## src/rtl/serial_word_collector_if.sv

```systemverilog
// Bit-level input side and word-level output side of the serial word collector.
interface serial_word_collector_if #(
  parameter int WIDTH = 4
);
  localparam int CNT_W = $clog2(WIDTH + 1);

  logic             a;
  logic             b;
  logic             c;
  logic             f_ready;
  logic [WIDTH-1:0] f;
  logic [CNT_W-1:0] g;
  logic             f_valid;

  modport master (output a, b, c, f_ready, input f, g, f_valid);
  modport slave  (input a, b, c, f_ready, output f, g, f_valid);
endinterface

```

## src/rtl/serial_word_collector.sv

```systemverilog
// Serial-to-parallel collector: f_valid rises on the edge sampling the completing strobe (1 cycle);
// a word completing while f is held (f_valid && !f_ready) is dropped and sets sticky overflow.
module serial_word_collector #(
  parameter int WIDTH     = 4,
  parameter bit MSB_FIRST = 1'b0
) (
  input  logic                    clk,
  input  logic                    rst_n,
  input  logic                    clr,
  serial_word_collector_if.slave  bus,
  output logic                    overflow
);
  localparam int CNT_W = $clog2(WIDTH + 1);

  localparam logic [0:0] OUT_EMPTY = 1'b0;
  localparam logic [0:0] OUT_FULL  = 1'b1;

  // cnt doubles as the collector state: 0 is IDLE, anything else is COLLECT
  logic [WIDTH-1:0] acc;
  logic [CNT_W-1:0] cnt;
  logic [0:0]       out_state;

  logic [WIDTH-1:0] acc_shift;
  logic [WIDTH-1:0] word_dat;
  logic [CNT_W-1:0] word_cnt;
  logic             complete;
  logic             can_load;
  logic             drain;

  generate
    if (MSB_FIRST) begin : g_msb
      assign acc_shift = {acc[WIDTH-2:0], bus.a};
    end else begin : g_lsb
      // bits above cnt are always zero, so OR-ing places a at acc[cnt]
      assign acc_shift = acc | (WIDTH'(bus.a) << cnt);
    end
  endgenerate

  always_comb begin
    word_dat = acc;
    word_cnt = cnt;
    if (bus.b) begin
      word_dat = acc_shift;
      word_cnt = cnt + CNT_W'(1);
    end
    complete = (bus.b && (bus.c || (cnt == CNT_W'(WIDTH - 1))))
             || (!bus.b && bus.c && (cnt != '0));
    can_load = (out_state == OUT_EMPTY) || bus.f_ready;
    drain    = (out_state == OUT_FULL) && bus.f_ready;
  end

  always_ff @(posedge clk or negedge rst_n) begin
    if (!rst_n) begin
      acc       <= '0;
      cnt       <= '0;
      out_state <= OUT_EMPTY;
      bus.f     <= '0;
      bus.g     <= '0;
      overflow  <= 1'b0;
    end else begin
      if (complete) begin
        acc <= '0;
        cnt <= '0;
      end else if (bus.b) begin
        acc <= acc_shift;
        cnt <= word_cnt;
      end

      if (complete && can_load) begin
        bus.f     <= word_dat;
        bus.g     <= word_cnt;
        out_state <= OUT_FULL;
      end else if (drain) begin
        out_state <= OUT_EMPTY;
      end

      // a drop in the same cycle as clr wins
      if (complete && !can_load) begin
        overflow <= 1'b1;
      end else if (clr) begin
        overflow <= 1'b0;
      end
    end
  end

  assign bus.f_valid = (out_state == OUT_FULL);
endmodule

```

## src/flat_wrapper.sv

```systemverilog
// flat-port wrapper written by rule: the top's interface ports become plain ports
module serial_word_collector_flat 
#(
  parameter int WIDTH     = 4,
  parameter bit MSB_FIRST = 1'b0
)
  (clk, rst_n, clr, overflow, bus_a, bus_b, bus_c, bus_f_ready, bus_f, bus_g, bus_f_valid);
  serial_word_collector_if #(.WIDTH(WIDTH)) bus_i ();
  input  logic clk;
  input  logic rst_n;
  input  logic clr;
  output logic overflow;
  input wire logic [$bits(bus_i.a)-1:0] bus_a;
  input wire logic [$bits(bus_i.b)-1:0] bus_b;
  input wire logic [$bits(bus_i.c)-1:0] bus_c;
  input wire logic [$bits(bus_i.f_ready)-1:0] bus_f_ready;
  output wire logic [$bits(bus_i.f)-1:0] bus_f;
  output wire logic [$bits(bus_i.g)-1:0] bus_g;
  output wire logic [$bits(bus_i.f_valid)-1:0] bus_f_valid;
  assign bus_i.a = bus_a;
  assign bus_i.b = bus_b;
  assign bus_i.c = bus_c;
  assign bus_i.f_ready = bus_f_ready;
  assign bus_f = bus_i.f;
  assign bus_g = bus_i.g;
  assign bus_f_valid = bus_i.f_valid;
  serial_word_collector #(.WIDTH(WIDTH), .MSB_FIRST(MSB_FIRST)) u_core (.clk(clk), .rst_n(rst_n), .clr(clr), .bus(bus_i), .overflow(overflow));
endmodule
```

## config.mk

```make
export PLATFORM = sky130hd
export DESIGN_NAME = serial_word_collector_flat
export DESIGN_NICKNAME = d
export VERILOG_FILES = /design/src/rtl/serial_word_collector_if.sv /design/src/rtl/serial_word_collector.sv /design/src/flat_wrapper.sv
export SDC_FILE = /design/constraint.sdc
export NUM_CORES = 1
export LEC_CHECK = 0
export CAP_MARGIN = 10
export CELL_PAD_IN_SITES_DETAIL_PLACEMENT = 0
export CELL_PAD_IN_SITES_GLOBAL_PLACEMENT = 2
export CORE_MARGIN = 8
export CORE_UTILIZATION = 28
export CTS_CLUSTER_SIZE = 16
export DETAILED_ROUTE_END_ITERATION = 10
export GPL_ROUTABILITY_DRIVEN = 0
export PLACE_DENSITY_LB_ADDON = 0.12
export SETUP_SLACK_MARGIN = 0.2
export SLEW_MARGIN = 10
export SYNTH_ARGS = -nofsm -noshare
export SYNTH_HDL_FRONTEND = slang
export SYNTH_SLANG_ARGS = --single-unit
```

## constraint.sdc

```tcl
create_clock -name clk -period 1.52 [get_ports clk]
set_input_delay 0.152 -clock clk [delete_from_list [all_inputs] [get_ports clk]]
set_output_delay 0.152 -clock clk [all_outputs]
set_load 0.01 [all_outputs]
```

# == Yosys cells after proc, flatten, opt, wreduce, memory -nomap -nowiden ==
# Cells that the tools add are included.
# op_classes
n_reduce_logical,15
bitwise,2
shifts,1
muxes,9
n_eq_ne,1
add_sub_neg,1
# op_table
operator,count
$mux 3,3
$mux 4,2
$logic_and 1x1->1,6
$reduce_bool 2->1,3
$mux 1,4
$or 4x4->4,1
$shl 1x3->4,1
$add 3x1->3 const B,1
$eq 3x2->1 const B,1
$logic_or 1x1->1,3
$reduce_bool 3->1,1
$logic_not 1->1,2
$not 1->1,1
# totals
out_inout_bits,9
inputBits,7
regBits,16

# == Depth between registers and ports, before layout ==
# Gate-level depths: netlist of run 1.
# logic_depth
ltp_word,6
mapped_depth,6
depth_no_buf,5

# == Worst setup path before layout of run 1 ==
# Ideal clock, no wire load.
# synth_timing
path_type,register -> register
startpoint,reg u_core.cnt[0]
endpoint,reg u_core.bus.g[2]
arrival_time_ps,1481
path_buffers,1
stages_incl_launch_ff,7
slack_ps,-86
period_less_slack_ps,1606
cell_sequence,dfrtp_1 ha_1 ha_1 a21oi_2 nor3b_2 buf_6 mux2_4
# synth_between
elab_chain_len,5
word_cells_on_any_way,9
cone_classes,1 x add/sub; 1 x eq/ne; 1 x mux; 6 x reduce/logical
# synth_lines
element,line_no,rtl
from (decl),serial_word_collector.sv:20,logic [CNT_W-1:0] cnt;
from (signal assigned),serial_word_collector.sv:66,cnt <= word_cnt;
"parallel branches: the longest is 5 deep, another holds $add 3x1->3",--,
to (signal assigned),serial_word_collector.sv:71,bus.g <= word_cnt;
to (decl),serial_word_collector_if.sv:16,"modport slave (input a, b, c, f_ready, output f, g, f_valid);"
# Several ways; the timed one is not identified.
# A chain may end at the register's enable or synchronous reset.

# == Worst setup path in the final report of run 1 ==
# Ends and elaborated chain as after synthesis.

==> impl_metrics.py, run 1 <==
metrics = {
    "yosys": {
        "syn_area_per_cell_um2": 11.7,
        "yosysUniqueCellTypes": 19,
        "seq_area_frac_synth": 0.542,
        "yosys_warnings": 0,
        "synth.net_count": 73,
        "ys_seq_elements": 16,
        "netlist_instances": 63,
        "syn_area_um2": 738,
    },
    "floorplan": {
        "fp.dieH_um": 67.3,
        "pin_count": 16,
        "rows": 18,
        "start_util": 0.295,
        "die_w_um": 67.3,
        "core_area_um2": 2500,
        "die_area_um2": 4540,
    },
    "global_route": {
        "antenna_found_initial": 0,
        "grt_first_pass_wirelength_um": 2730,
        "grt_max_degree": 17,
        "grt-ovfl-total": 0,
        "grt_pass1_vias": 592,
        "grt_use_total": 0.0819,
    },
    "pwr": {
        "p_per_area_nw_per_um2": 1480,
        "peakVddDrop_mv": 0.685,
        "sw_frac_of_total": 0.340,
        "p_sw_w": 0.000541,
        "p_seq_frac": 0.396,
        "clkPwrFrac": 0.137,
        "comb_power_share": 0.467,
        "leakage_nw": 0.516,
        "internal_power_w": 0.00105,
    },
    "clock_tree": {
        "cts_tree": "yes",
        "h-tree-depth": 1,
        "cts_root_buf": "clkbuf_4",
        "cts_sinks": 16,
        "clock_latency_ns": 0.28,
        "cts_buffer_depth": 2,
        "cts.clk_slew.worst_paths_ns": 0.09,
        "cts_hold_buf": 0,
        "numCtsBuffers": 3,
    },
    "timing": {
        "skew_ns": 0.00319,
        "finalSetupTns_ns": 0,
        "hold_violations": 0,
        "worstMarginPinSlew_ns": 0.263,
        "maxSlewViolCount": 0,
        "fin_ws_ns": 0.0205,
        "grt_setup_unrepaired": "yes",
        "fmax_mhz": 667,
        "post-route-min-period_ns": 1.50,
        "post-route-period-util": 0.987,
        "slew_headroom": 0.823,
        "finalSetupViolations": 0,
    },
    "flow_run": {
        "maxCapViolCount": 0,
    },
    "cells_and_area": {
        "diodes": 0,
        "final_common_cell": "dfrtp_1",
        "final_area_um2": 1080,
        "register_area_um2": 400,
        "final_util": 0.430,
        "fin_cells": 122,
        "layout.nets": 104,
        "multi_input_area_um2": 327,
        "syn_to_final_growth_pct": 45.8,
        "mostFrequentLayoutCells": "dfrtp_1 (16), inv_1 (10), dlygate4sd2_1 (9), buf_4 (9), mux2i_1 (7)",
        "fill_cells": 251,
        "layout-drive-gt1-share": 0.283,
    },
    "critical_path": {
        "slowest_delay_ns": 0.38,
        "worst_setup_path_end_kind": "flop",
        "worstPathArrival_ns": 1.67,
        "worst-setup-path-type": "flop to flop",
        "crit-reg2reg-launch": "u_core.cnt[0]",
        "r2r_setup_slack_ns": 0.02,
        "startpoint_type": "flop",
        "worst_r2r_endpoint": "u_core.bus.g[2]",
        "critPathMaxFanout": 3,
        "crit_chain": "ha_2 -> ha_4 -> a21oi_4 -> nor3b_4 -> mux2_4",
        "crit_required_ns": 1.69,
        "reg2reg_depth": 5,
        "cpMaxStageDelayCell": "dfrtp_1",
    },
    "placement": {
        "dp_hpwl_um": 1180,
        "pre_cts_slack_ns": -0.128,
        "numPlacedInstances": 116,
        "placed_area_um2": 1000,
        "portBuffers": 15,
    },
    "drt": {
        "vias_per_cell": 4.52,
        "dr_total_vias": 552,
        "drt_iter0_drc": 5,
        "first_pass_iters": 2,
        "wl_um": 1600,
        "drc": 0,
        "wl_per_cell_um": 13.1,
        "ant_nets": 0,
    },
    "run_status": {
        "status": "finished, final reports clean",
    },
    "hold_path": {
        "hp-class": "primary input to async pin",
    },
}
[logic make-up (layout without fill, tap and decap cells)]
| family | after synthesis | count (layout) | synth area share |
|---|---|---|---|
| flip-flops | 16 | 16 | 0.542 |
| AND/OR/NAND/NOR | 15 | 15 | 0.131 |
| buffers and inverters | 12 | 41 | 0.0814 |
| AO/OA/AOI/OAI | 8 | 8 | 0.0678 |
| multiplexers | 8 | 8 | 0.115 |
| adder cells (fa/ha/maj) | 3 | 3 | 0.0509 |
| XOR/XNOR | 1 | 1 | 0.0119 |
[synth_stat cells]
library cell | n | area share
o21ai_0 | 1 | 0.0068
xnor2_1 | 1 | 0.012
ha_1 | 3 | 0.051
mux2i_1 | 7 | 0.095
nor2b_1 | 2 | 0.017
a21oi_2 | 1 | 0.012
nand2b_1 | 1 | 0.0085
mux2_4 | 1 | 0.020
inv_1 | 10 | 0.051
nor2_1 | 8 | 0.041
a31oi_1 | 2 | 0.017
a21oi_1 | 3 | 0.020
nor3b_4 | 1 | 0.025
o32ai_1 | 1 | 0.012
and3b_1 | 1 | 0.012
nor3b_1 | 1 | 0.010
dfrtp_1 | 16 | 0.54
nor3b_2 | 1 | 0.017
buf_6 | 2 | 0.031
[per-layer routing]
metal,track usage,up-vias,part of all wire,wire length [um]
met4,0.0313,0,0.010,16
li1,-,268,-,-
met3,0.0497,2,0.094,150
met1,0.0901,268,0.43,694
met5,0,-,0,0
met2,0.127,14,0.46,743
[critical path, delay by kind of cell, from the launching register on]
family                     cells  cell delay (ns)
DFF                            1             0.38
muxes                          1             0.32
adders and majority gates      2             0.33
and+or+nand+nor                1             0.29
AOI/OAI and AO/OA              1             0.06
[stage by stage]
stage,hold WS (ns),total power [W]
finish,0.176,0.00159
global route,0.189,0.00174
CTS,0.178,0.00159
detailed placement,0.469,0.00138
global placement,0.467,0.00138
floorplan,-0.144,0.00103
[power by group through the flow]
stage,combinational (W),clock (W),sequential [W]
finish,0.000743,0.000217,0.000630
global route,0.000832,0.000251,0.000656
CTS,0.000731,0.000229,0.000634
detailed placement,0.000740,0,0.000644
global placement,0.000736,0,0.000642
floorplan,0.000333,0,0.000694
[repair_timing]
action,4_1_cts,5_1_grt
endpoints found under the setup margin,23,16
buffers inserted,2,1
resized for setup,14,5
pin swaps,4,4
[sequential cells by signal, summed over array words and instances, names as in the netlist]
name,flops
u_core.acc,4
u_core.cnt,3
u_core.bus.g,3
u_core.bus.f,4
u_core.bus.f_valid,1
u_core.overflow,1
[how the worst max path moves through the flow]
stage,from,to,depth (start not counted)
detailed placement,bus_b,u_core.bus.g[1],5
CTS,u_core.cnt[0],u_core.bus.g[0],6
global placement,bus_b,u_core.bus.f[2],5
floorplan,u_core.cnt[0],u_core.bus.g[2],6
global route,u_core.cnt[0],u_core.bus.f[3],6
finish,u_core.cnt[0],u_core.bus.g[2],5
[area by class of cell]
class | count | area share
repair buffers | 28 | 0.234
well taps | 30 | 0.0349
flip-flops and latches | 16 | 0.372
inverters | 10 | 0.0349
multi-input cells | 35 | 0.303
clock buffers | 3 | 0.0209
No activity file was read; power rests on OpenSTA's default activity.
==> run 2: changes to the inputs <==
SKIP_LAST_GASP = 1   (was default)
==> results of run 2 <==
No change in the layout: final DEF, timing and power equal those of run 1.
==> run 3: changes to the inputs <==
GPL_TIMING_DRIVEN = 0   (was default)
SLEW_MARGIN = 5   (was 10)
==> run 3 against run 2 <==
Compared with the run above:
- combinational power is 2% lower
- via count shrank 8.3%
- register-to-register slack about the same
- largest power group unchanged
==> impl_metrics.py, run 3 (synthesized netlist as in run 1, its figures left out) <==
metrics = {
    "critical_path": {
        "slowest_delay_ns": 0.45,
        "worst_setup_path_end_kind": "flop",
        "worst-path-buf-inv": 2,
        "worst-setup-path-type": "flop to flop",
        "worstPathArrival_ns": 1.68,
        "critPathMaxFanout": 5,
        "cpMaxStageDelayCell": "dfrtp_1",
        "critPathLaunch": "u_core.cnt[2]",
        "crit_family": "flip-flops",
        "crit_chain": "inv_1 -> ha_4 -> a21oi_4 -> nor3b_2 -> buf_6 -> mux2_4",
        "startpoint_type": "flop",
        "crit_required_ns": 1.70,
        "crit-reg2reg-launch": "u_core.cnt[2]",
    },
    "cells_and_area": {
        "fin_cells": 119,
        "layout.nets": 100,
        "reg_top3": "u_core.acc x4, u_core.bus.f x4",
        "layout-drive-gt1-share": 0.281,
        "mostFrequentLayoutCells": "dfrtp_1 (15), inv_1 (10), dlygate4sd2_1 (9), mux2i_1 (7), buf_4 (7)",
        "fill_cells": 255,
        "final_common_cell": "dfrtp_1",
        "diodes": 0,
        "syn_to_final_growth_pct": 46.1,
    },
    "pwr": {
        "leakage_nw": 0.505,
        "peakVddDrop_mv": 0.977,
        "p_seq_frac": 0.393,
        "comb_power_share": 0.441,
        "p_sw_w": 0.000549,
        "p_per_area_nw_per_um2": 1530,
        "internal_power_w": 0.00110,
        "p_total_w": 0.00165,
        "sw_frac_of_total": 0.332,
        "clkPwrFrac": 0.165,
    },
    "timing": {
        "fin_ws_ns": 0.0131,
        "holdWs_ns": 0.211,
        "worstMarginPinSlew_ns": 0.709,
        "post-route-period-util": 0.991,
        "maxSlewViolCount": 0,
        "finalSetupViolations": 0,
        "hold_violations": 0,
        "grt_setup_unrepaired": "yes",
        "skew_ns": 0.00456,
        "post-route-min-period_ns": 1.51,
        "finalSetupTns_ns": 0,
        "fmax_mhz": 664,
        "slew_headroom": 0.526,
    },
    "drt": {
        "dr_total_vias": 506,
        "wl_um": 1480,
        "wl_per_cell_um": 12.4,
        "drt_iter0_drc": 15,
        "drc": 0,
        "first_pass_iters": 2,
        "ant_nets": 0,
        "vias_per_cell": 4.25,
    },
    "clock_tree": {
        "h-tree-depth": 1,
        "cts_sinks": 16,
        "numCtsBuffers": 3,
        "cts_buffer_depth": 2,
        "cts_tree": "yes",
        "clock_latency_ns": 0.28,
        "cts_root_buf": "clkbuf_4",
        "cts.clk_slew.worst_paths_ns": 0.09,
    },
    "global_route": {
        "grt_first_pass_wirelength_um": 2500,
        "grt_max_degree": 17,
        "grt-ovfl-total": 0,
        "grt_use_total": 0.0734,
        "grt_pass1_vias": 533,
        "antenna_found_initial": 0,
    },
    "run_status": {
        "status": "finished, final reports clean",
    },
    "floorplan": {
        "core_area_um2": 2500,
        "rows": 18,
        "die_area_um2": 4540,
        "fp.dieH_um": 67.3,
        "start_util": 0.295,
        "pin_count": 16,
        "die_w_um": 67.3,
    },
    "placement": {
        "portBuffers": 14,
        "dp_hpwl_um": 1040,
        "pre_cts_slack_ns": -0.145,
        "numPlacedInstances": 107,
    },
    "flow_run": {
        "maxCapViolCount": 0,
    },
    "hold_path": {
        "hold_start": "bus_b",
        "hp-class": "primary input to flop",
    },
}
## run 3: final timing paths
kind | endpoint | cells after the start | slack, ns
min in group asynchronous | u_core.acc[1] | 1 | 0.29
min reg2reg | u_core.acc[2] | 2 | 0.50
max | u_core.bus.g[2] | 6 | 0.01
max reg2reg | u_core.bus.g[2] | 6 | 0.01
min | u_core.cnt[0] | 3 | 0.21
max in group asynchronous | u_core.cnt[0] | 1 | 0.74
## run 3: stage by stage
stage               instance area, um2  utilization
floorplan                          761            -
global placement                   938        0.375
detailed placement                 938        0.375
CTS                               1020        0.410
global route                      1080        0.431
finish                            1080        0.431
## run 3: area by class of cell
cell class                 count  area, um2  area share
multi-input combinational     35        342       0.317
timing repair buffer          22        201       0.187
tap                           30       37.5      0.0348
sequential                    16        402       0.372
clock buffer                   4       36.3      0.0336
inverter                      10       37.5      0.0348
buffer                         2       22.5      0.0209
## run 3: layer usage
metal | GRT usage | vias up | routed length, um
met2 | 0.121 | 14 | 699
li1 | - | 256 | -
met1 | 0.0796 | 234 | 634
met3 | 0.0397 | 2 | 127
met5 | 0 | - | 0
met4 | 0.0235 | 0 | 17
## run 3: power by group through the flow
stage,combinational [W],sequential [W],clock [W]
final,0.000730,0.000650,0.000273
after global placement,0.000635,0.000662,0
after detailed placement,0.000639,0.000667,0
after floorplan,0.000333,0.000694,0
after CTS,0.000677,0.000653,0.000285
after global routing,0.000815,0.000672,0.000299
## run 3: repair_timing
action                                  in CTS  in global routing
hold buffers                                 0                  0
endpoints found under the setup margin      23                 15
resized for setup                           11                  6
pin swaps                                    2                  8
buffers inserted                             5                  3
## run 3: worst reg2reg max path, cell delays in order, from the launching register on
cell     delay (ns)
dfrtp_1        0.45
inv_1          0.12
ha_4           0.15
a21oi_4        0.05
nor3b_2        0.19
buf_6          0.14
mux2_4         0.29
==> edit 1 (config.mk and constraints of run 1) <==
`WIDTH` is set to 4 in 3 places; all go to 16.
--- a/src/rtl/serial_word_collector_if.sv
+++ b/src/rtl/serial_word_collector_if.sv
@@ -1,6 +1,6 @@
 // Bit-level input side and word-level output side of the serial word collector.
 interface serial_word_collector_if #(
-  parameter int WIDTH = 4
+  parameter int WIDTH = 16
 );
   localparam int CNT_W = $clog2(WIDTH + 1);
 
--- a/src/rtl/serial_word_collector.sv
+++ b/src/rtl/serial_word_collector.sv
@@ -1,7 +1,7 @@
 // Serial-to-parallel collector: f_valid rises on the edge sampling the completing strobe (1 cycle);
 // a word completing while f is held (f_valid && !f_ready) is dropped and sets sticky overflow.
 module serial_word_collector #(
-  parameter int WIDTH     = 4,
+  parameter int WIDTH     = 16,
   parameter bit MSB_FIRST = 1'b0
 ) (
   input  logic                    clk,
--- a/src/flat_wrapper.sv
+++ b/src/flat_wrapper.sv
@@ -1,7 +1,7 @@
 // flat-port wrapper written by rule: the top's interface ports become plain ports
 module serial_word_collector_flat 
 #(
-  parameter int WIDTH     = 4,
+  parameter int WIDTH     = 16,
   parameter bit MSB_FIRST = 1'b0
 )
   (clk, rst_n, clr, overflow, bus_a, bus_b, bus_c, bus_f_ready, bus_f, bus_g, bus_f_valid);
Ports: changed (resized bus_f and bus_g); port bits go from 16 to 30. No check against the original RTL was run, so the function may have changed too.
==> edit 1 against run 1 <==
The run now ends with negative setup slack left; highest routed layer unchanged; count of clock-buffer cells in the layout increased by 3; synthesized area grew to 2.5 times the old value; power is 110% higher; die area up 110%; sequential share of layout area is 5.5 points higher; sequential cell count increased by 28; routed wire length rose to 2.8 times the old value; hold slack better by 160 ps; cell count is 140% higher; cell area grew 140%; worst setup slack worse by 210 ps.
==> edit 1: results (changes against run 1) <==
First-pass iteration count of the detailed router: 4 (+2)
First-pass GRT wire length: 7431 um (+170%)
Clock group total power: 0.906 mW (+320%)
Cell internal pwr: 2.269 mW (+120%)
Power share of the sequential group: 42.0% (+2.4 points)
PnR worst setup slack: -185.8 ps (-206.3 ps)
Half-perimeter wire length of the detailed placement result: 3017 um (+160%)
Number of placed instances with taps included: 278 (+140%)
Vias per Instance: 4.445 (-1.8%)
Total negative slack for setup checks: -5099 ps (-5099 ps)
Number of cells on the worst reg-to-reg path: 7 (+2)
Share of synthesized area occupied by flip-flops and latches: 58.78% (+4.5 points)
Yosys cell types: 26 (+7)
Met1 wire length: 2084 um (+200%)
Reported leakage power: 1.274 nW (+150%)
Terminus of the critical flop-to-flop path: u_core.bus.g[4]$_DFFE_PN0P_
Top post-synthesis cells by area: dfrtp_1 59%, mux2i_1 11%, a31oi_1 5.3%, inv_1 4.8%, nor2_1 4.4%
Final instance count without filler cells: 292 (+140%)
H-Tree Level Count: 2 (+1)
Initial DRC count: 43 (+38)
Pre-CTS setup slack: -297.2 ps (-169.5 ps)
Total placed instance area: 2384 um2 (+140%)
Number of clock buffers inserted by TritonCTS: 5 (+2)
Via count of the first global-routing pass: 1,467 (+150%)
Worst hold slack across all endpoints: 340.3 ps (+163.8 ps)
Result of the run: finished, violations left
Post-route clock skew: 9.303 ps (+6.109 ps)
Overall power: 3.260 mW (+110%)
Setup-violating endpoint count in the final report: 44 (+44)
Cell at the root of the clock tree: clkbuf_8
Failing checks: negative setup slack
Top cells by instance count after synthesis: 44 x dfrtp_1, 24 x inv_1, 22 x nor2_1
Fill cells: 666 (+170%)
## edit 1: layout make-up
| cell class | count | area share (%) |
|---|---|---|
| Multi-Input combinational cell | 85 | 26.12 |
| Sequential cell | 44 | 42.72 |
| Tap cell | 80 | 3.883 |
| Timing Repair Buffer | 51 | 19.61 |
| Clock inverter | 2 | 1.359 |
| Inverter | 24 | 3.495 |
| Clock buffer | 6 | 2.816 |
## edit 1: kinds of logic after synthesis
family	after synthesis	share of synthesized area [%]
adders and majority gates	3	2.004
xor gates and xnor gates	3	1.403
buffers and inverters	33	8.350
and+or+nand+nor	36	10.35
DFF	44	58.78
AOI/OAI and AO/OA	21	7.281
muxes	22	11.82
## edit 1: how the worst max path moves through the flow
| stage | startpoint | endpoint | cells past startpoint |
|---|---|---|---|
| finish | u_core.cnt[0]$_DFFE_PN0P_ | u_core.bus.g[4]$_DFFE_PN0P_ | 7 |
| global route | u_core.cnt[1]$_DFFE_PN0P_ | u_core.bus.g[4]$_DFFE_PN0P_ | 7 |
| floorplan | u_core.cnt[1]$_DFFE_PN0P_ | u_core.bus.f[0]$_DFFE_PN0P_ | 7 |
| global placement | bus_b | u_core.bus.g[4]$_DFFE_PN0P_ | 5 |
| CTS | u_core.cnt[0]$_DFFE_PN0P_ | u_core.bus.f[9]$_DFFE_PN0P_ | 7 |
| detailed placement | bus_b | u_core.bus.f[5]$_DFFE_PN0P_ | 4 |
## edit 1: what timing repair did
action                                  in CTS  in global routing
hold buffers                                 1                  0
pin swaps                                    0                  1
setup buffers                                0                  3
endpoints found under the hold margin       17                  0
cloned                                       0                  2
resized for setup                           26                 13
endpoints found under the setup margin      67                 44
## edit 1: routing by layer
layer  up-vias  track usage (%)
li1        627                -
met1       643            11.99
met2        23            14.97
met3         5            3.272
met4         0            3.597
met5         -                0
==> edit 2 (flow settings as in run 1) <==
Made on the original files. Put one more register stage on the output `overflow`. The value now appears one clock later. The other outputs are not delayed to match.
--- a/src/rtl/serial_word_collector.sv
+++ b/src/rtl/serial_word_collector.sv
@@ -14,6 +14,8 @@
 
   localparam logic [0:0] OUT_EMPTY = 1'b0;
   localparam logic [0:0] OUT_FULL  = 1'b1;
+
+  logic overflow_s0;
 
   // cnt doubles as the collector state: 0 is IDLE, anything else is COLLECT
   logic [WIDTH-1:0] acc;
@@ -56,7 +58,7 @@
       out_state <= OUT_EMPTY;
       bus.f     <= '0;
       bus.g     <= '0;
-      overflow  <= 1'b0;
+      overflow_s0 <= 1'b0;
     end else begin
       if (complete) begin
         acc <= '0;
@@ -76,13 +78,17 @@
 
       // a drop in the same cycle as clr wins
       if (complete && !can_load) begin
-        overflow <= 1'b1;
+        overflow_s0 <= 1'b1;
       end else if (clr) begin
-        overflow <= 1'b0;
+        overflow_s0 <= 1'b0;
       end
     end
   end
 
   assign bus.f_valid = (out_state == OUT_FULL);
+  always_ff @(posedge clk) begin
+    overflow <= overflow_s0;
+  end
+
 endmodule
 
Function: changed (Yosys sat finds a counterexample within 4 cycles, from zero or initial values and one cycle with rst_n low).
==> edit 2 against run 1 <==
Critical path type unchanged; routed wire length decreased by 2.4%; the run now ends with negative setup slack left; worst setup slack worse by 31 ps; power increased by 11%; hold slack lost 5.7 ps; cell area is 9.1% higher; synthesized area increased by 2.7%; largest power group unchanged; cell count grew 2.5%; sequential cell count increased by 1.
==> edit 2: results (changes against run 1) <==
Wire per inst: 12.53 um (-4.7%)
Met2 Routed Length: 779 um (+4.8%)
Met3 layer wire length in the routed design: 97 um (-35%)
PnR worst setup slack: -10.38 ps (-30.88 ps)
Total placed instance area: 1022 um2 (+2.1%)
Met1 wire length: 672 um (-3.2%)
Combinational cell fraction of total power: 47.5% (+0.8 points)
Share of synthesized area occupied by flip-flops and latches: 55.45% (+1.2 points)
Port bufs: 15 (unchanged)
Number of placed instances with taps included: 118 (+1.7%)
Mean Syn Cell Area: 11.85 um2 (+1.1%)
Top post-synthesis cells by area: dfrtp_1 53%, mux2i_1 9.2%, ha_1 5.0%, inv_1 5.0%, nor2_1 4.0%
Half-perimeter wire length of the detailed placement result: 1122 um (-5.1%)
Met3 Resource Use GR: 2.782% (-2.2 points)
Total area of multi-input combinational cells: 380.4 um2 (+16%)
Post-route clock skew: 4.651 ps (+1.456 ps)
Overall track demand over capacity in global routing: 7.863% (-0.32 points)
Reported leakage power: 0.5454 nW (+5.6%)
Slew at the pin closest to its max-slew limit: 324.6 ps (+61.68 ps)
Max IR drop VDD: 0.7076 mV (+3.3%)
Register bit total from synthesis: 17 (+1)
Via count of the first global-routing pass: 591 (-0.17%)
Switching share of power: 35.40% (+1.4 points)
Global routing met1 resource utilization: 9.003% (about the same)
Result of the run: finished, violations left
Initial DRC count: 10 (+5)
P&R area growth vs syn: 54.79%
Pre-CTS setup slack: -142.0 ps (-14.38 ps)
Peak fanout along the critical path: 4 (+1)
Total area of sequential cells: 422.9 um2 (+5.6%)
Number of inserted diodes: 0 (unchanged)
First-pass iteration count of the detailed router: 4 (+2)
Met2 track utilization from global routing: 12.78% (+0.11 points)
Total negative slack for setup checks: -10.38 ps (-10.38 ps)
Aggregate routed wire length: 1566 um (-2.4%)
Fill cells: 252 (+0.40%)
Vias per Instance: 4.456 (-1.5%)
Ys async rst share: 94.12% (-5.9 points)
Share of post-route cells with drive strength above 1: 38.30% (+10 points)
Clock group total power: 0.244 mW (+12%)
Number of ordinary and repair buffers in the finished layout: 28 (unchanged)
Layout buffering overhead excluding clock cells: 22.71% (-0.66 points)
Worst hold slack across all endpoints: 170.7 ps (-5.736 ps)
Net count after synthesis: 74 (+1.4%)
Overall power: 1.764 mW (+11%)
First-pass GRT wire length: 2677 um (-2.0%)
Registers with the highest flip-flop counts: u_core.acc: 4 flops, u_core.bus.f: 4 flops
Crit path arrival time: 1710 ps (+40 ps)
Relative area of clock buffers and inverters in the final design: 2.345% (+0.25 points)
Worst-path clk slew: 110 ps (+20 ps)
Reg2reg start: u_core.cnt[1]$_DFFE_PN0P_
Yosys cell types: 20 (+1)
Nets@finish: 105 (+0.96%)
Failing checks: negative setup slack
Setup-violating endpoint count in the final report: 1 (+1)
edit 2: cell types whose count changed in the layout (fill, tap and decap cells not counted), moves of 2 or more:
| cell | run 1 | this run |
|---|---|---|
| dfrtp_2 | 0 | 2 |
| ha_2 | 2 | 0 |
| inv_2 | 0 | 2 |
| dfrtp_1 | 16 | 14 |
| buf_4 | 9 | 7 |
| ha_4 | 1 | 3 |
| nor2_1 | 6 | 2 |
| inv_1 | 10 | 8 |
| nor2_4 | 1 | 5 |
edit 2: kinds of logic after synthesis:
group	synth area share [%]
AO/OA/AOI/OAI	6.600
XOR/XNOR	1.155
adder cells (fa/ha/maj)	4.951
buffers and inverters	7.921
flip-flops	55.45
multiplexers	11.22
AND/OR/NAND/NOR	12.71
edit 2: repair_timing:
action,in CTS,in global routing
resized for setup,19,19
pin swaps,8,2
setup buffers,3,0
setup endpoints to repair,22,17
edit 2: critical path: stages, from the launching register on:
cell and delay (ps):
dfrtp_2 430, inv_2 60, ha_4 150, nor3b_4 150, nor3b_4 310, mux2_4 330
